`config.mk`:
```
export PLATFORM = sky130hd
export DESIGN_NAME = pipelined_zero_counter
export DESIGN_NICKNAME = d
export VERILOG_FILES = /design/src/rtl/fpu_zc_pkg.sv /design/src/rtl/zc_chunk_counter.sv /design/src/rtl/pipelined_zero_counter.sv
export SDC_FILE = /design/constraint.sdc
export NUM_CORES = 1
export LEC_CHECK = 0
export CAP_MARGIN = 20
export CORE_MARGIN = 10
export CORE_UTILIZATION = 25
export CTS_BUF_LIST = sky130_fd_sc_hd__clkbuf_8
export DETAILED_ROUTE_END_ITERATION = 8
export PLACE_DENSITY_LB_ADDON = 0.08
export SYNTH_ARGS = -nofsm -noshare
export SYNTH_HDL_FRONTEND = slang
export SYNTH_SLANG_ARGS = --single-unit
```
`constraint.sdc`:
```
create_clock -name clk -period 6.2 [get_ports clk]
set_clock_uncertainty 0.15 [all_clocks]
set_input_delay 0.93 -clock clk [delete_from_list [all_inputs] [get_ports clk]]
set_output_delay 0.93 -clock clk [all_outputs]
set_load 0.005 [all_outputs]
```
`src/rtl/fpu_zc_pkg.sv`:
```
// Shared types and helpers for the FPU zero counter.
package fpu_zc_pkg;

  typedef enum logic {
    ZC_TRAILING = 1'b0,
    ZC_LEADING  = 1'b1
  } zc_mode_e;

  function automatic int unsigned num_chunks(input int unsigned data_width,
                                             input int unsigned chunk_width);
    return (data_width + chunk_width - 1) / chunk_width;
  endfunction

endpackage

```
`src/rtl/zc_chunk_counter.sv`:
```
// Combinational zero count for one chunk.
// Leading mode counts down from the chunk MSB. Trailing mode counts up from the chunk LSB.
module zc_chunk_counter
  import fpu_zc_pkg::*;
#(
  parameter  int unsigned Width = 8,
  localparam int unsigned CntW  = $clog2(Width + 1)
) (
  input  logic [Width-1:0] data_i,
  input  zc_mode_e         mode_i,
  output logic [CntW-1:0]  cnt_o,
  output logic             zero_o
);

  logic [Width-1:0] scan;
  logic             found;

  always_comb begin
    scan  = data_i;
    if (mode_i == ZC_LEADING) scan = {<<{data_i}};
    cnt_o = '0;
    found = 1'b0;
    for (int unsigned i = 0; i < Width; i++) begin
      if (!found) begin
        if (scan[i]) found = 1'b1;
        else         cnt_o = cnt_o + CntW'(1);
      end
    end
    zero_o = ~|data_i;
  end

endmodule

```
`src/rtl/pipelined_zero_counter.sv`:
```
// Two-stage leading/trailing zero counter with valid/ready handshake.
// Optional macro ZC_NORMALIZE_EN adds out_norm, which is the operand shifted by the count.
module pipelined_zero_counter
  import fpu_zc_pkg::*;
#(
  parameter  int unsigned DataWidth  = 25,
  parameter  int unsigned ChunkWidth = 8,
  localparam int unsigned CntWidth   = $clog2(DataWidth + 1)
) (
  input  logic                 clk,
  input  logic                 rst_n,
  input  logic                 in_valid,
  output logic                 in_ready,
  input  logic [DataWidth-1:0] in_data,
  input  logic                 in_mode,
  output logic                 out_valid,
  input  logic                 out_ready,
  output logic [CntWidth-1:0]  out_count,
  output logic                 out_zero,
`ifdef ZC_NORMALIZE_EN
  output logic [DataWidth-1:0] out_norm,
`endif
  output logic                 out_mode
);

  localparam int unsigned NumChunks = num_chunks(DataWidth, ChunkWidth);
  localparam int unsigned ChunkCntW = $clog2(ChunkWidth + 1);

  typedef struct packed {
    logic [NumChunks-1:0][ChunkCntW-1:0] cnt;
    logic [NumChunks-1:0]                zero;
    zc_mode_e                            mode;
`ifdef ZC_NORMALIZE_EN
    logic [DataWidth-1:0]                data;
`endif
  } s1_t;

  logic [NumChunks-1:0][ChunkCntW-1:0] chunk_cnt;
  logic [NumChunks-1:0]                chunk_zero;
  s1_t                                 s1_d, s1_q;
  logic                                s1_valid_q, s2_valid_q;
  logic                                s1_adv, s2_adv;
  logic [CntWidth-1:0]                 count_d, count_q;
  logic                                zero_d, zero_q;
  zc_mode_e                            mode_q;
  logic                                stop;
  int unsigned                         idx;
`ifdef ZC_NORMALIZE_EN
  logic [DataWidth-1:0]                norm_d, norm_q;
`endif

  // The top chunk is narrowed to the bits that remain, so pad bits never exist.
  for (genvar g = 0; g < NumChunks; g++) begin : g_chunk
    localparam int unsigned Lo  = g * ChunkWidth;
    localparam int unsigned Wid = (Lo + ChunkWidth > DataWidth) ? DataWidth - Lo : ChunkWidth;
    logic [$clog2(Wid+1)-1:0] cnt;

    zc_chunk_counter #(.Width(Wid)) u_chunk (
      .data_i (in_data[Lo +: Wid]),
      .mode_i (zc_mode_e'(in_mode)),
      .cnt_o  (cnt),
      .zero_o (chunk_zero[g])
    );
    assign chunk_cnt[g] = ChunkCntW'(cnt);
  end

  always_comb begin
    s1_d      = '0;
    s1_d.cnt  = chunk_cnt;
    s1_d.zero = chunk_zero;
    s1_d.mode = zc_mode_e'(in_mode);
`ifdef ZC_NORMALIZE_EN
    s1_d.data = in_data;
`endif
  end

  // Add whole zero chunks in scan order, then stop after the first non-zero chunk.
  always_comb begin
    count_d = '0;
    stop    = 1'b0;
    idx     = 0;
    for (int unsigned k = 0; k < NumChunks; k++) begin
      idx = (s1_q.mode == ZC_LEADING) ? NumChunks - 1 - k : k;
      if (!stop) begin
        count_d = count_d + CntWidth'(s1_q.cnt[idx]);
        stop    = !s1_q.zero[idx];
      end
    end
    zero_d = &s1_q.zero;
`ifdef ZC_NORMALIZE_EN
    norm_d = (s1_q.mode == ZC_LEADING) ? s1_q.data << count_d : s1_q.data >> count_d;
`endif
  end

  assign s2_adv   = !s2_valid_q || out_ready;
  assign s1_adv   = !s1_valid_q || s2_adv;
  assign in_ready = s1_adv;

  always_ff @(posedge clk or negedge rst_n) begin
    if (!rst_n) begin
      s1_valid_q <= 1'b0;
      s1_q       <= '0;
      s2_valid_q <= 1'b0;
      count_q    <= '0;
      zero_q     <= 1'b0;
      mode_q     <= ZC_TRAILING;
`ifdef ZC_NORMALIZE_EN
      norm_q     <= '0;
`endif
    end else begin
      if (s1_adv)             s1_valid_q <= in_valid;
      if (s1_adv && in_valid) s1_q       <= s1_d;
      if (s2_adv)             s2_valid_q <= s1_valid_q;
      if (s2_adv && s1_valid_q) begin
        count_q <= count_d;
        zero_q  <= zero_d;
        mode_q  <= s1_q.mode;
`ifdef ZC_NORMALIZE_EN
        norm_q  <= norm_d;
`endif
      end
    end
  end

  assign out_valid = s2_valid_q;
  assign out_count = count_q;
  assign out_zero  = zero_q;
  assign out_mode  = mode_q;
`ifdef ZC_NORMALIZE_EN
  assign out_norm  = norm_q;
`endif

endmodule

```
=== After elaboration in Yosys (flattened, before gate mapping) ===
Index checks and enable logic that the tools add are counted.

* Bitwise logic cells: 0
* $lt $le $gt $ge: 4
* Reductions and logical operators: 17
* Add/sub/neg operators: 24
* Muxes and demuxes: 111
* Shift operators: 0
* Eq/ne operators: 0
* Div/mod/pow operators: 0
* Multipliers: 0

{| class="wikitable"
|+ Operators by type and width
! operator !! number
|-
| 2-to-1 mux 4 bit || 46
|-
| adder 4 x 1 -> 4 bit (second input constant) || 18
|-
| 2-to-1 mux 1 bit || 48
|-
| binary-select mux 4 bit (select 2 bit) || 4
|-
| 2-to-1 mux 8 bit || 3
|-
| OR reduction 8 bit || 3
|-
| 2-to-1 mux 5 bit || 3
|-
| < comparator 2 x 3 -> 1 bit (second input constant) || 4
|-
| adder 5 x 4 -> 5 bit || 2
|-
| zero test 1 bit || 9
|-
| 2-to-1 mux 2 bit || 4
|-
| adder 1 x 1 -> 2 bit (second input constant) || 3
|-
| binary-select mux 1 bit (select 2 bit) || 3
|-
| adder 4 x 4 -> 5 bit || 1
|-
| AND reduction 4 bit || 1
|-
| logical AND 1 bit || 2
|-
| logical OR 1 bit || 2
|}

* Register bits: 27
* Bits in latches: 0
* Memories kept: 0
* RAM bits: 0
* ROM bits: 0

=== Logic depth before layout (Yosys ltp) ===
Gate-level depths: netlist (run 1).

* Depth in word-level cells: 23
* Mapped depth: 20
* Gate-level depth less buffers: 17

=== Modules after synthesis ===
A second synthesis (run 1) with hierarchy kept.

* Cell total of the unflattened synthesis: 353
* Area total of the unflattened synthesis: 3094.2 sq um

{| class="wikitable"
|+ By module, submodules not included
! module !! cells each !! area an instance (sq um) !! instances
|-
| pipelined_zero_counter || 165 || 1803.0 || 1
|-
| zc_chunk_counter at g_chunk[0].u_chunk ... || 62 || 426.7 || 3
|-
| zc_chunk_counter at g_chunk[3].u_chunk || 2 || 11.3 || 1
|}

=== Worst setup path before layout (run 1) ===
No wires, ideal clock.

* Path kind: input to register
* Start: in in_mode
* End: reg s1_q[7] (netlist name)
* Arrival: 4.473 ns
* Setup slack: 1.447 ns
* Data required time: 5.920 ns
* Cell stages on the path: 19
* Buffers on the path: 4
* Path through: buf_6 buf_6 buf_2 buf_2 o31ai_1 ha_1 or4b_1 nand2_1 nor2_1 ha_1 mux2_2 ha_1 mux2i_1 a211oi_2 ha_1 nand2_1 xnor2_1 xnor2_1 o21ai_1

* Longest elaborated chain between the ends: 23
* Elaborated cells between the ends (all ways): 36
* Those cells by class: add/sub: 7; mux: 29

{| class="wikitable"
|+ RTL lines
! element !! RTL line !! text
|-
| start, declared || pipelined_zero_counter.sv:15 || <nowiki>input logic in_mode,</nowiki>
|-
| 2-to-1 mux 8 bit (*) || zc_chunk_counter.sv:20 || <nowiki>if (mode_i == ZC_LEADING) scan = {<<{data_i}};</nowiki>
|-
| 2-to-1 mux 1 bit || zc_chunk_counter.sv:25 || <nowiki>if (scan[i]) found = 1'b1;</nowiki>
|-
| adder 1 x 1 -> 2 bit || zc_chunk_counter.sv:26 || <nowiki>else cnt_o = cnt_o + CntW'(1);</nowiki>
|-
| 2-to-1 mux 4 bit || zc_chunk_counter.sv:25 ||
|-
| 2-to-1 mux 4 bit || zc_chunk_counter.sv:24 || <nowiki>if (!found) begin</nowiki>
|-
| adder 4 x 1 -> 4 bit || zc_chunk_counter.sv:26 ||
|-
| 2-to-1 mux 4 bit || zc_chunk_counter.sv:25 ||
|-
| 2-to-1 mux 4 bit || zc_chunk_counter.sv:24 ||
|-
| (+7 left out) || n/a ||
|-
| 2-to-1 mux 4 bit || zc_chunk_counter.sv:25 ||
|-
| 2-to-1 mux 4 bit || zc_chunk_counter.sv:24 ||
|-
| adder 4 x 1 -> 4 bit || zc_chunk_counter.sv:26 ||
|-
| 2-to-1 mux 4 bit || zc_chunk_counter.sv:25 ||
|-
| 2-to-1 mux 4 bit || zc_chunk_counter.sv:24 ||
|-
| adder 4 x 1 -> 4 bit || zc_chunk_counter.sv:26 ||
|-
| 2-to-1 mux 4 bit || zc_chunk_counter.sv:25 ||
|-
| 2-to-1 mux 4 bit (*) || zc_chunk_counter.sv:24 ||
|-
| end signal, assigned || pipelined_zero_counter.sv:102 || <nowiki>s1_q <= '0;</nowiki>
|-
| end signal, assigned || pipelined_zero_counter.sv:112 || <nowiki>if (s1_adv && in_valid) s1_q <= s1_d;</nowiki>
|-
| end, declared || pipelined_zero_counter.sv:40 || <nowiki>s1_t s1_d, s1_q;</nowiki>
|}

Every way passes the cells marked *; elsewhere a longest branch is shown, timed or not.
A chain may end at the register's enable or synchronous reset.

=== Final worst setup path (run 1) ===
Ends and elaborated chain as after synthesis.

==> flow_results.org, run 1 <==
** Final layout
- Layout Utilization :: a little under a third
- Number of filler instances in the final layout :: roughly 1,200
- 0 antenna diodes ended up in the layout.
- For this run, the post-layout net count is 440.
- In the final layout, the share of cells above drive strength 1 is under 10%.
- From synthesis to final layout, the design area changed by 20.1%.

** Clock network
- Count of hold buffers inserted by post-cts repair :: 0
- Number of gates resized after cts :: 0
- The tree built by TritonCTS fans out to 26 sinks.
- Clock network latency to the later pin of the worst-skew pair :: around 0.28 ns
- CTS placed an instance of sky130_fd_sc_hd__clkbuf_8 at the clock tree root.
- TritonCTS clock tree :: done
- # Post-CTS Setup Buffers :: 0
- No sink is reached through more buffers than the 2 on the longest clock path.
- Clock-pin slew was measured on the worst setup and hold paths at about 0.1 ns.
- In this run the number of H-tree levels came out at 1.
- The number of clock buffers added by TritonCTS is 3.

** Power
- Psw :: between 150 and 200 uW
- Sw Ratio :: between 30% and 40%
- P_leak :: about 1.5 nW
- VDD sags by at most between 0.08 and 0.09 mV.
- In this run, the clock network consumes between 20 and 25% of the power.
- Seq pwr share :: 38.9%
- Dividing total power by cell area gives a power density of roughly 150 mW/mm^2.
- Combinational cell fraction of total power :: between 30% and 40%
- The internal portion of the total power is roughly 330 uW.

** Setup path
- In this run the register-to-register setup slack is roughly 1.9 ns.
- The critical path is of the in2reg type.
- Critical Path RT :: slightly above 6 ns
- The worst setup path is captured at a flip-flop.
- Data on the critical path arrives at its endpoint at 5.05 ns.
- Reg2reg path depth :: 15
- The startpoint identified for the worst register-to-register timing path is s1_q[0].
- The worst setup path is launched from a primary input.
- Maximum net fanout on the critical path :: 13
- In this run the critical register-to-register path is captured at out_count[4].

** STA
- The max-slew violation count is 0.
- Minimum period implied by the final worst setup slack :: 5.06 ns
- Setup slack closes at 1.14 ns.
- Final total negative setup slack :: 0 ns
- After layout, the worst path uses roughly four fifths of the clock period.
- The count of endpoints failing hold in the final timing report was 0.
- Setup violations remaining at the end of the flow were counted as 0.
- Max-slew headroom :: 41.7%
- Pin slew with the least headroom to its limit :: between 0.8 and 0.9 ns
- RSZ-0062 raised after global routing :: no
- Fmax :: slightly below 200 MHz

** Global routing
- Grt total ovfl :: 0
- Entering global routing, the biggest net connects 29 pins.
- The number of global-route vias before repair came to about 2,600.
- The first global-routing pass estimated between 10 and 15 mm of wire.
- Overall Global Routing Usage :: a little under a tenth
- The initial antenna violation count is 0.

** Min path
- In this run the most critical hold path is launched from out_zero.
- Worst min-delay path endpoint :: out_zero
- The worst hold path passes through 2 cells.
- Path class of the lowest-slack min-delay path :: reg2reg

** Synth
- Dominant synthesized flop cell :: sky130_fd_sc_hd__dfrtp_1
- Ys Warns :: 0
- The share of the Yosys chip area taken by registers is 22.4%.
- Synthesis inferred 26 register bits.
- Synthesis instantiated between 60 and 70 different standard cells from the library.
- Cell area after synthesis :: roughly 0.0029 sq mm
- Cells after Synth :: 347
- Mean instance size in the synthesized netlist :: between 8 and 9 sq um
- Of all flip-flops after synthesis, the portion carrying an async set or reset was 100%.
- Number of nets produced by synthesis :: 404
- Number of synthesized flops with an enable pin :: 0

** Die
- The die covers 0.0163 sq mm.
- Placeable core region :: 0.0114 sq mm
- The floorplan has 39 rows.
- For this design the top-level I/O count stands at 39.
- In this run the horizontal extent of the chip is between 100 and 150 um.
- Die Span Y :: around 130 um
- Once the floorplan was initialized, standard cells occupied between 20% and 30% of the core.

** Detailed routing
- In this run the remaining antenna-violating nets after routing total 0.
- For this block, the routed nets add up to roughly 7.5 mm of wire.
- Per-cell routed wire length :: roughly 14 um
- Number of vias in the routed layout :: ~2,500
- After detailed routing, the number of remaining DRC violations is 0.
- In this run, the number of DRC markers left after iteration 0 of detailed routing was 78.
- Number of search-and-repair iterations in the first detailed-routing pass :: 4
- Using the TritonRoute via totals, the vias-per-cell ratio works out to 4.85.

** Placement
- Prior to clock tree synthesis, the placed netlist has a worst setup slack of 0.864 ns.
- The HPWL after detailed placement is a little over 6 mm.
- Routability-driven placement finished with a final weighted congestion of between 0.7 and 0.8.
- In this run the tool buffered the top-level ports with 38 buffer cells.

** Status
- The flow ran to the end, and the final reports show no timing, DRC or antenna violations.

** Run
- Across the run, the number of max-cap violations was 0.
[layer usage]
metal | share of wire, % | track usage, % | vias up
met3 | 3.6 | 1.78 | 2
met2 | 46 | 15.4 | 33
met5 | 0 | 0 | -
met1 | 50 | 11.8 | 1189
li1 | - | - | 1324
met4 | 0.44 | 1.59 | 0
[sequential cells by signal, indices dropped and copies added (netlist names)]
| register | flops |
|---|---|
| out_count | 5 |
| out_mode | 1 |
| out_zero | 1 |
| s1_q | 17 |
| s1_valid_q | 1 |
| out_valid | 1 |
[cell families (layout without fill, tap and decap cells)]
group,count (synthesis),after routing,synth area share [%]
buf+inv,34,69,5.05
compound gates,90,90,19.6
flops,26,26,22.4
fa+ha+maj,27,27,12.4
xor+xnor,15,15,4.53
mux,35,35,13.3
simple gates,120,120,22.6
[synthesized netlist by cell type, drive strengths merged (6+ instances only)]
master,count,share of area (%)
inv,23,3.0
nor2,29,3.8
and2,7,1.5
nand2b,6,1.3
ha,24,10
a21oi,29,5.1
nand2,28,3.6
xnor2,9,2.7
mux2,19,7.8
xor2,6,1.8
nor2b,13,2.8
mux2i,16,5.5
clkbuf,6,0.78
nor3,8,1.4
dfrtp,26,22
o21ai,30,5.3
[worst max-delay path, cell delays in order]
cell	delay, ns
sky130_fd_sc_hd__clkdlybuf4s50_1	0.42
sky130_fd_sc_hd__buf_4	0.19
sky130_fd_sc_hd__nor3b_1	0.16
sky130_fd_sc_hd__nor2_1	0.25
sky130_fd_sc_hd__inv_1	0.08
sky130_fd_sc_hd__ha_1	0.30
sky130_fd_sc_hd__or4b_1	0.50
sky130_fd_sc_hd__nand2_1	0.16
sky130_fd_sc_hd__nor2_1	0.08
sky130_fd_sc_hd__ha_1	0.32
sky130_fd_sc_hd__mux2_2	0.27
sky130_fd_sc_hd__ha_1	0.28
sky130_fd_sc_hd__mux2i_1	0.09
sky130_fd_sc_hd__a211oi_2	0.38
sky130_fd_sc_hd__ha_1	0.20
sky130_fd_sc_hd__nand2_1	0.06
sky130_fd_sc_hd__xnor2_1	0.19
sky130_fd_sc_hd__xnor2_1	0.14
sky130_fd_sc_hd__o21ai_1	0.07
[layout by cell type (no fill, tap or decap), types with 4 or more instances in the layout]
| master | netlist | layout |
|---|---|---|
| sky130_fd_sc_hd__a21o_1 | 4 | 4 |
| sky130_fd_sc_hd__a21oi_1 | 28 | 28 |
| sky130_fd_sc_hd__and2_1 | 7 | 7 |
| sky130_fd_sc_hd__buf_4 | 0 | 4 |
| sky130_fd_sc_hd__clkbuf_8 | 0 | 4 |
| sky130_fd_sc_hd__clkdlybuf4s50_1 | 0 | 38 |
| sky130_fd_sc_hd__dfrtp_1 | 26 | 26 |
| sky130_fd_sc_hd__ha_1 | 24 | 24 |
| sky130_fd_sc_hd__inv_1 | 21 | 21 |
| sky130_fd_sc_hd__mux2_2 | 16 | 16 |
| sky130_fd_sc_hd__mux2i_1 | 16 | 16 |
| sky130_fd_sc_hd__nand2_1 | 28 | 28 |
| sky130_fd_sc_hd__nand2b_1 | 6 | 6 |
| sky130_fd_sc_hd__nand3_1 | 5 | 5 |
| sky130_fd_sc_hd__nor2_1 | 29 | 29 |
| sky130_fd_sc_hd__nor2b_1 | 13 | 13 |
| sky130_fd_sc_hd__nor3_1 | 8 | 8 |
| sky130_fd_sc_hd__nor3b_1 | 4 | 4 |
| sky130_fd_sc_hd__o21ai_0 | 20 | 20 |
| sky130_fd_sc_hd__o21ai_1 | 9 | 9 |
| sky130_fd_sc_hd__xnor2_1 | 9 | 9 |
| sky130_fd_sc_hd__xor2_1 | 6 | 6 |
[worst max-delay path by stage]
stage	startpoint	to	slack (ns)	cells after the start
finish	in_mode	s1_q[7]	1.14	19
global route	in_mode	s1_q[7]	0.81	19
CTS	in_mode	s1_q[7]	1.15	19
detailed placement	in_mode	s1_q[7]	0.86	19
global placement	in_mode	s1_q[7]	0.92	19
floorplan	in_mode	s1_q[7]	1.45	19
[cell type report]
| type | instances | area [sq um] | share of cell area, % |
|---|---|---|---|
| clock buffer | 4 | 55.1 | 1.58 |
| inverter | 23 | 86.3 | 2.48 |
| multi-input combinational | 287 | 2100 | 60.4 |
| sequential | 26 | 651 | 18.7 |
| tap | 143 | 179 | 5.13 |
| timing repair buffer | 42 | 410 | 11.8 |
[power by group through the flow]
| stage | Clock, mW | Combinational, mW | Sequential [mW] |
|---|---|---|---|
| 2_1_floorplan | 0 | 0.126 | 0.196 |
| 3_3_place_gp | 0 | 0.194 | 0.202 |
| 3_5_place_dp | 0 | 0.196 | 0.202 |
| 4_1_cts | 0.124 | 0.197 | 0.199 |
| 5_1_grt | 0.129 | 0.222 | 0.202 |
| 6_report | 0.118 | 0.193 | 0.198 |
[per-stage QoR]
step | area, sq um | instances | hold WS [ns] | total power [mW]
2_1_floorplan | 2900 | 347 | 0.311 | 0.322
6_report | 3480 | 525 | 0.336 | 0.509
3_5_place_dp | 3430 | 521 | 0.322 | 0.399
3_3_place_gp | 3430 | 521 | 0.311 | 0.396
5_1_grt | 3480 | 525 | 0.378 | 0.553
4_1_cts | 3480 | 525 | 0.346 | 0.520
Note: power is estimated with default switching activity, not from simulation.
==> run 2, diff against run 1 <==
==> constraint.sdc (replaced) <==
create_clock -name clk -period 5.1 [get_ports clk]
set_clock_uncertainty 0.15 [all_clocks]
set_input_delay 0.765 -clock clk [delete_from_list [all_inputs] [get_ports clk]]
set_output_delay 0.765 -clock clk [all_outputs]
set_load 0.005 [all_outputs]
==> run 2 against run 1 <==
Sequential cell count did not move. Critical path depth shrank 1. Cell area increased by 1.3%. Largest cell class unchanged. Routed wire length is 1.6% lower. Register-to-register slack lost 1.1 ns. First-iteration DRC count up 17%. Combinational power rose by 23%. Utilization is 0.41 points higher. Power up 29%. Largest power group unchanged. Global-route usage about the same. Sequential share of layout area is 0.24 points lower. Critical endpoint unchanged.
==> flow_results.org, run 2 (synthesized netlist as in run 1, its figures left out) <==
** Status
- Outcome: finished, final reports clean (unchanged).

** Final layout
- The summed area of non-filler cells in the final layout was 0.00353 sq mm (was 0.00348 sq mm).
- Ant. Diodes :: 0 (unchanged)
- The sequential standard cell area came to 651 sq um (unchanged).
- The number of nets in the layout was 444 (was 440).
- The total of fill cells in the finished design was 1,261 (was 1,244).
- Max FFs per register :: 17 (unchanged)
- Area of the multi-input gates :: 0.00210 sq mm (unchanged)
- Highest-count cells in the layout ignoring fill and taps :: 38 x sky130_fd_sc_hd__clkdlybuf4s50_1, 29 x sky130_fd_sc_hd__nor2_1, 28 x sky130_fd_sc_hd__nand2_1, 28 x sky130_fd_sc_hd__a21oi_1, 26 x sky130_fd_sc_hd__dfrtp_1 (unchanged)
- The register containing the most flip-flops in the final layout is s1_q (unchanged).
- The share of final-layout standard cells stronger than drive strength 1 was 10.6% (was 9.69%).
- The area growth from synthesis to layout came to 21.7% (was 20.1%).
- Most common cell after layout, fill and taps aside :: sky130_fd_sc_hd__clkdlybuf4s50_1 (unchanged)

** Run
- Count of maximum capacitance violations :: 0 (unchanged)

** Clock network
- Number of buffers inserted during clock tree synthesis :: 3 (unchanged)
- The cell at the root of the clock tree is sky130_fd_sc_hd__clkbuf_8 (unchanged).
- The total setup buffers inserted after CTS came to 0 (unchanged).
- The clock-pin slew on the worst setup and hold paths is 0.11 ns (was 0.10 ns).
- The post-cts gate resize count came to 0 (unchanged).
- The post-cts hold buffer count came to 0 (unchanged).
- The source-to-sink clock delay at the later pin of the worst-skew pair is 0.28 ns (about the same).
- The clock sink count is 26 (unchanged).
- The maximum root-to-sink buffer count came to 2 (unchanged).
- TritonCTS clock tree :: done (unchanged)
- Number of levels in the clock H-tree :: 1 (unchanged)

** Die
- The number of top-level pins is 39 (unchanged).
- The die width is 128 um (unchanged).
- Placeable core region :: 0.0114 sq mm (unchanged)
- Die Span Y :: 128 um (unchanged)
- The effective utilization at floorplan came to 25.5% (unchanged).
- The full die area came to 0.0163 sq mm (unchanged).
- The count of standard-cell rows was 39 (unchanged).

** Placement
- The detailed placer's ending HPWL is 6.21 mm (was 6.11 mm).
- Port bufs :: 38 (unchanged)
- Placer Congestion :: 0.824 (was 0.770)
- Post-place instance area :: 0.00346 sq mm (was 0.00343 sq mm)

** Setup path
- The first element of the critical path is in_mode (unchanged).
- The cell with the most instances on the worst path is sky130_fd_sc_hd__ha_1 (unchanged).
- The end of the critical path is s1_q[7] (unchanged).
- Total buffers and inverters traversed by the critical path :: 2 (was 3)
- The number of cell instances on the worst register-to-register path is 15 (unchanged).
- The worst path arrival time came to 4.71 ns (was 5.05 ns).
- The endpoint kind of the worst setup timing path was a flip-flop (unchanged).
- Critical setup path kind :: in2reg (unchanged)
- Setup slack of the worst register-to-register path :: 0.75 ns (was 1.88 ns)
- Number of gates on the worst path with buffers counted :: 18 (was 19)
- The reg-to-reg critical path endpoint is out_count[4] (unchanged).
- Critical Path Source Type :: primary input (unchanged)
- The data required time at the worst endpoint came to 5.09 ns (was 6.19 ns).
- Delay of the slowest critical-path stage :: 0.51 ns (was 0.50 ns)
- Worst reg2reg startpoint :: s1_q[0] (unchanged)
- Worst path cell trace :: clkdlybuf4s50_1 > nor3b_1 > nor2_1 > inv_1 > ha_1 > or4b_1 > nand2_1 > nor2_1 > ha_1 > mux2_2 > ha_1 > mux2i_1 > a211oi_2 > ha_1 > nand2_1 > xnor2_1 > xnor2_1 > o21ai_1 (was clkdlybuf4s50_1 > buf_4 > nor3b_1 > nor2_1 > inv_1 > ha_1 > or4b_1 > nand2_1 > nor2_1 > ha_1 > mux2_2 > ha_1 > mux2i_1 > a211oi_2 > ha_1 > nand2_1 > xnor2_1 > xnor2_1 > o21ai_1)
- CP max stage cell :: sky130_fd_sc_hd__clkdlybuf4s50_1 (was sky130_fd_sc_hd__or4b_1)
- Cell type group with the largest total delay on the critical path :: simple AND/OR/NAND/NOR gates (unchanged)
- Maximum net fanout on the critical path :: 7 (was 13)

** Global routing
- The global-route wire length before repair was 12.5 mm (was 12.6 mm).
- The global-route track usage on met1 came to 11.7% (was 11.8%).
- Pin count of the biggest net entering global routing :: 29 (unchanged)
- Global routing met2 resource utilization :: 15.4% (unchanged)
- Number of antenna violations at the first check in global routing :: 0 (unchanged)
- The met3 track demand over resource was 1.65% (was 1.78%).
- Layer carrying the most global-route usage :: met2 (unchanged)
- Overall Global Routing Usage :: 9.07% (was 9.08%)
- Grt total ovfl :: 0 (unchanged)
- The number of global-route vias before repair came to 2,532 (was 2,552).

** STA
- Final total negative setup slack :: 0 ns (unchanged)
- Static timing analysis puts the maximum clock frequency at ~210 MHz.
- RSZ-0062 raised after global routing :: no (unchanged)
- Of the available clock period, the critical path in the final layout requires between 90% and 100%.
- Final Hold Viols :: 0 (unchanged)
- Max-slew violation total from the final report :: 0 (unchanged)
- The measured slew at the worst slew-check pin was 0.852 ns (was 0.873 ns).
- Minimum period implied by the final worst setup slack :: ~4.7 ns
- Max-slew headroom :: 43.1% (was 41.7%)
- Number of endpoints failing setup at the final stage :: 0 (unchanged)

** Power
- The worst ir drop on vdd was 0.153 mV (was 0.0842 mV).
- The leakage power total came to 1.52 nW (was 1.49 nW).
- The ratio of total power to cell area is 186 mW/mm^2 (was 146 mW/mm^2).

** Detailed routing
- The number of iterations in the first detailed-routing pass was 4 (unchanged).
- The number of DRC markers in iteration 0 is 91 (was 78).
- The total via count after detailed routing was 2,537 (was 2,548).
- Via-to-Cell Ratio :: 4.80 (was 4.85)
- Per-cell routed wire length :: 13.9 um (was 14.2 um)
- Remaining antenna violation count after routing :: 0 (unchanged)
- The remaining design rule violation count came to 0 (unchanged).
- The total wirelength of the detailed-routed design was 7.35 mm (was 7.46 mm).

** Min path
- The worst hold-check path type is reg2reg (unchanged).
- The number of stages on the worst hold path came to 2 (unchanged).
==> run 2: changes by cell type in the layout (fill, tap and decap cells not counted) <==
| cell | previous run | this run |
|---|---|---|
| sky130_fd_sc_hd__bufinv_16 | 0 | 1 |
| sky130_fd_sc_hd__buf_4 | 4 | 8 |
| sky130_fd_sc_hd__clkbuf_8 | 4 | 3 |
==> run 2: tightest hold or removal path: stages (launching register included) <==
cell                      delay [ns]
sky130_fd_sc_hd__dfrtp_1        0.36
sky130_fd_sc_hd__nand2_1        0.05
sky130_fd_sc_hd__o21ai_0        0.06
==> run 2: through the flow <==
step	util, %	power [mW]	hold WS (ns)	setup WS [ns]	instances
floorplan	-	0.391	0.311	0.512	347
global placement	30.4	0.484	0.318	0.141	525
detailed placement	30.4	0.487	0.320	0.0364	525
CTS	31.1	0.673	0.346	0.344	529
global route	31.1	0.712	0.368	0.114	529
finish	31.1	0.657	0.341	0.372	529
==> run 2: report_power, final <==
| group | internal, mW | total [mW] | switching [mW] |
|---|---|---|---|
| registers | 0.224 | 0.241 | 0.0179 |
| logic | 0.115 | 0.237 | 0.122 |
| clock network | 0.105 | 0.179 | 0.0738 |
==> run 2: worst min path at each step <==
stage               startpoint  endpoint
floorplan             s1_q[15]  s1_q[15]
global placement      out_zero  out_zero
detailed placement    out_zero  out_zero
CTS                   out_zero  out_zero
global route          out_zero  out_zero
finish                out_zero  out_zero
==> run 2: layer usage <==
| metal | up-vias | part of all wire, % |
|---|---|---|
| li1 | 1334 | - |
| met2 | 31 | 46 |
| met3 | 4 | 3.5 |
| met1 | 1168 | 50 |
| met4 | 0 | 0.76 |
| met5 | - | 0 |
==> run 2: final cells by class <==
class	instances	share of cell area [%]
clock inverter	1	0.850
tap	143	5.07
clock buffer	3	1.17
sequential	26	18.4
multi-input combinational	287	59.6
inverter	23	2.45
timing repair buffer	46	12.5
==> run 3, diff against run 2 <==
--- a/config.mk
+++ b/config.mk
@@ -6,11 +6,14 @@
 export NUM_CORES = 1
 export LEC_CHECK = 0
 export CAP_MARGIN = 20
+export CELL_PAD_IN_SITES_DETAIL_PLACEMENT = 0
+export CELL_PAD_IN_SITES_GLOBAL_PLACEMENT = 1
 export CORE_MARGIN = 10
 export CORE_UTILIZATION = 25
 export CTS_BUF_LIST = sky130_fd_sc_hd__clkbuf_8
 export DETAILED_ROUTE_END_ITERATION = 8
 export PLACE_DENSITY_LB_ADDON = 0.08
+export SLEW_MARGIN = 15
 export SYNTH_ARGS = -nofsm -noshare
 export SYNTH_HDL_FRONTEND = slang
 export SYNTH_SLANG_ARGS = --single-unit
==> run 3 against run 2 <==
Sequential cell count is the same. Sequential power is essentially flat. Via count is 1.4% lower. Register-to-register slack worse by 0.03 ns. Combinational power is essentially flat. Non-clock buffer count up 2. Fmax increased by 0.88%. Global-route usage increased by 0.36 points. Die area stayed put. Hold slack gained 0.00054 ns. Critical path depth stayed put. Critical endpoint unchanged.
==> flow_results.org, run 3 (synthesized netlist as in run 1, its figures left out) <==
** Status
- Outcome :: finished, final reports clean (unchanged)

** Power
- Internal :: 445 uW (was 444 uW)
- Sw Ratio :: 32.8% (was 32.5%)
- Seq pwr share :: 36.6% (was 36.7%)
- Cell Pwr Density :: 187 mW/mm^2 (was 186 mW/mm^2)
- Max IR drop VDD :: 0.107 mV (was 0.153 mV)
- Clock power frac :: 27.4% (was 27.2%)
- Psw :: 217 uW (was 213 uW)
- The portion of total power attributed to combinational logic came to 35.9% (was 36.0%).
- P_leak :: 1.53 nW (was 1.52 nW)

** Setup path
- The maximum net fanout on the critical path was 7 (unchanged).
- The worst path arrival time is 4.69 ns (was 4.71 ns).
- The category of the most critical setup path is in2reg (unchanged).
- Delay of the slowest critical-path stage :: 0.52 ns (was 0.51 ns)
- Worst path cell trace :: clkdlybuf4s50_1 > nor3b_1 > nor2_1 > inv_1 > ha_1 > or4b_1 > nand2_1 > nor2_1 > ha_1 > mux2_2 > ha_1 > mux2i_1 > a211oi_2 > ha_1 > nand2_1 > xnor2_1 > xnor2_1 > o21ai_1 (unchanged)
- The element type at the critical path start was a primary input (unchanged).
- Element type at the critical path end :: flip-flop (unchanged)
- The cell with the most instances on the worst path was sky130_fd_sc_hd__ha_1 (unchanged).
- CP max stage cell :: sky130_fd_sc_hd__clkdlybuf4s50_1 (unchanged)
- The data required time at the worst endpoint was 5.10 ns (was 5.09 ns).

** STA
- Fraction of the cycle the final worst path needs :: 91.9% (was 92.7%)
- Pin slew with the least headroom to its limit :: 0.824 ns (was 0.852 ns)
- The count of endpoints failing hold in the final timing report is 0 (unchanged).
- Post-route worst setup slack :: 0.413 ns (was 0.372 ns)
- RSZ-0062 raised after global routing :: no (unchanged)
- Minimum period implied by the final worst setup slack :: 4.69 ns (was 4.73 ns)
- Fmax :: 213 MHz (was 212 MHz)
- The max-slew violation count was 0 (unchanged).
- Max-slew headroom :: 45.0% (was 43.1%)
- The sum of negative setup slack came to 0 ns (unchanged).
- Number of endpoints failing setup at the final stage :: 0 (unchanged)

** Global routing
- Global-route wire length before repair :: 12.9 mm (was 12.5 mm)
- The number of global-route vias before repair is 2,559 (was 2,532).
- The global-route congestion overflow total is 0 (unchanged).
- Number of antenna violations at the first check in global routing :: 0 (unchanged)
- The overall fraction of global-route tracks in use was 9.42% (was 9.07%).
- The pin count of the biggest net entering global routing is 29 (unchanged).

** Final layout
- Number of filler instances in the final layout :: 1,216 (was 1,261)
- Register with the most flip-flops :: s1_q (unchanged)
- The share of final-layout standard cells stronger than drive strength 1 is 11.1% (was 10.6%).
- Most common cell after layout, fill and taps aside :: sky130_fd_sc_hd__clkdlybuf4s50_1 (unchanged)
- The footprint of the multi-input gates came to 0.00210 sq mm (unchanged).
- Layout overhead on the synthesized area :: 22.3% (was 21.7%)
- Highest-count cells in the layout ignoring fill and taps: 38 x sky130_fd_sc_hd__clkdlybuf4s50_1, 29 x sky130_fd_sc_hd__nor2_1, 28 x sky130_fd_sc_hd__nand2_1, 28 x sky130_fd_sc_hd__a21oi_1, 26 x sky130_fd_sc_hd__dfrtp_1 (unchanged).
- The sequential standard cell area came to 651 sq um (unchanged).
- The antenna diode count came to 0 (unchanged).
- The number of nets in the layout is 446 (was 444).
- The flip-flop count of the largest register after layout was 17 (unchanged).

** Clock network
- Clock sink total :: 26 (unchanged)
- CTS root buffer :: sky130_fd_sc_hd__clkbuf_8 (unchanged)
- Count of hold buffers inserted by post-cts repair :: 0 (unchanged)
- The post-cts gate resize count came to 0 (unchanged).
- The total number of H-tree levels was 1 (unchanged).
- # Post-CTS Setup Buffers :: 0 (unchanged)
- The clock tree from TritonCTS was done (unchanged).
- The maximum root-to-sink buffer count came to 2 (unchanged).
- The CTS buffer count came to 3 (unchanged).
- The clock-pin slew on the worst setup and hold paths was 0.10 ns (was 0.11 ns).
- The source-to-sink clock delay at the later pin of the worst-skew pair was 0.28 ns (about the same).

** Detailed routing
- Per-cell routed wire length :: 14.2 um (was 13.9 um)
- Number of vias in the routed layout :: 2,502 (was 2,537)
- The number of DRC markers in iteration 0 came to 72 (was 91).
- The detailed-route wire length on metal 1 is 3.69 mm (was 3.64 mm).
- Topmost layer with routed signal wires :: met4 (unchanged)
- Number of search-and-repair iterations in the first detailed-routing pass :: 5 (was 4)
- Via-to-Cell Ratio :: 4.71 (was 4.80)
- Total length of routed met2 wires :: 3.55 mm (was 3.39 mm)
- Wire length after detailed routing :: 7.54 mm (was 7.35 mm)
- Remaining antenna violation count after routing :: 0 (unchanged)
- The routed length on met3 was 244 um (was 254 um).
- The remaining design rule violation count was 0 (unchanged).

** Placement
- Placer Congestion :: 0.779 (was 0.824)
- The setup slack after placement is 0.0786 ns (was 0.0364 ns).
- The detailed placer's ending HPWL is 6.41 mm (was 6.21 mm).
- Port bufs :: 38 (unchanged)

** Min path
- The worst hold-check path type is reg2reg (unchanged).

** Die
- The die width is 128 um (unchanged).
- Number of rows in the core area :: 39 (unchanged)
- The number of top-level pins was 39 (unchanged).
- Starting density of the core :: 25.5% (unchanged)
- The height of the chip came to 128 um (unchanged).
- The floorplan core area was 0.0114 sq mm (unchanged).
- Area of the die :: 0.0163 sq mm (unchanged)

** Run
- The max-capacitance violation count came to 0 (unchanged).
==> run 3: cell types whose count changed in the layout (fill, tap and decap cells not counted) <==
cell,change
sky130_fd_sc_hd__buf_4,+2
==> run 3: layer usage <==
| layer | global-route usage (%) | up-vias |
|---|---|---|
| met5 | 0 | - |
| met4 | 1.79 | 0 |
| met3 | 1.74 | 4 |
| met2 | 16.2 | 33 |
| met1 | 12.1 | 1129 |
| li1 | - | 1336 |
==> run 3: area by class of cell <==
type,instances,area share [%]
Clock buffer,3,1.16
Clock inverter,1,0.847
Inverter,23,2.43
Multi-Input combinational cell,287,59.3
Sequential cell,26,18.3
Tap cell,143,5.05
Timing Repair Buffer,48,12.8
==> run 3: final timing paths <==
path	start	endpoint	slack (ns)	depth (start not counted)
max in group asynchronous	rst_n	s1_q[9]	3.85	2
hold reg to reg	out_count[4]	out_count[4]	0.34	2
min in group asynchronous	rst_n	out_count[1]	0.69	2
hold / removal	out_count[4]	out_count[4]	0.34	2
setup reg to reg	s1_q[0]	out_count[4]	0.72	16
setup / recovery	in_mode	s1_q[7]	0.41	18
==> run 3: power by group through the flow <==
stage	Combinational, mW	Clock (mW)	Sequential [mW]
after global placement	0.240	0	0.247
after floorplan	0.153	0	0.238
final	0.238	0.181	0.242
after detailed placement	0.242	0	0.248
after global routing	0.274	0.196	0.246
after CTS	0.243	0.188	0.244
==> run 3: through the flow <==
step	cells	power (mW)	utilization [%]	hold slack [ns]	cell area (sq um)
finish	531	0.661	31.2	0.341	3550
global route	531	0.716	31.2	0.366	3550
CTS	531	0.676	31.2	0.350	3550
detailed placement	527	0.490	30.6	0.325	3470
global placement	527	0.487	30.6	0.319	3470
floorplan	347	0.391	-	0.311	2900
==> run 3: worst max-delay path, delay by kind of cell <==
family / cells / cell delay [ns]
buffers and inverters: 2 / 0.60
AND/OR/NAND/NOR: 6 / 1.24
XOR/XNOR: 2 / 0.33
adder cells (fa/ha/maj): 4 / 1.08
AO/OA/AOI/OAI: 2 / 0.35
multiplexers: 2 / 0.34
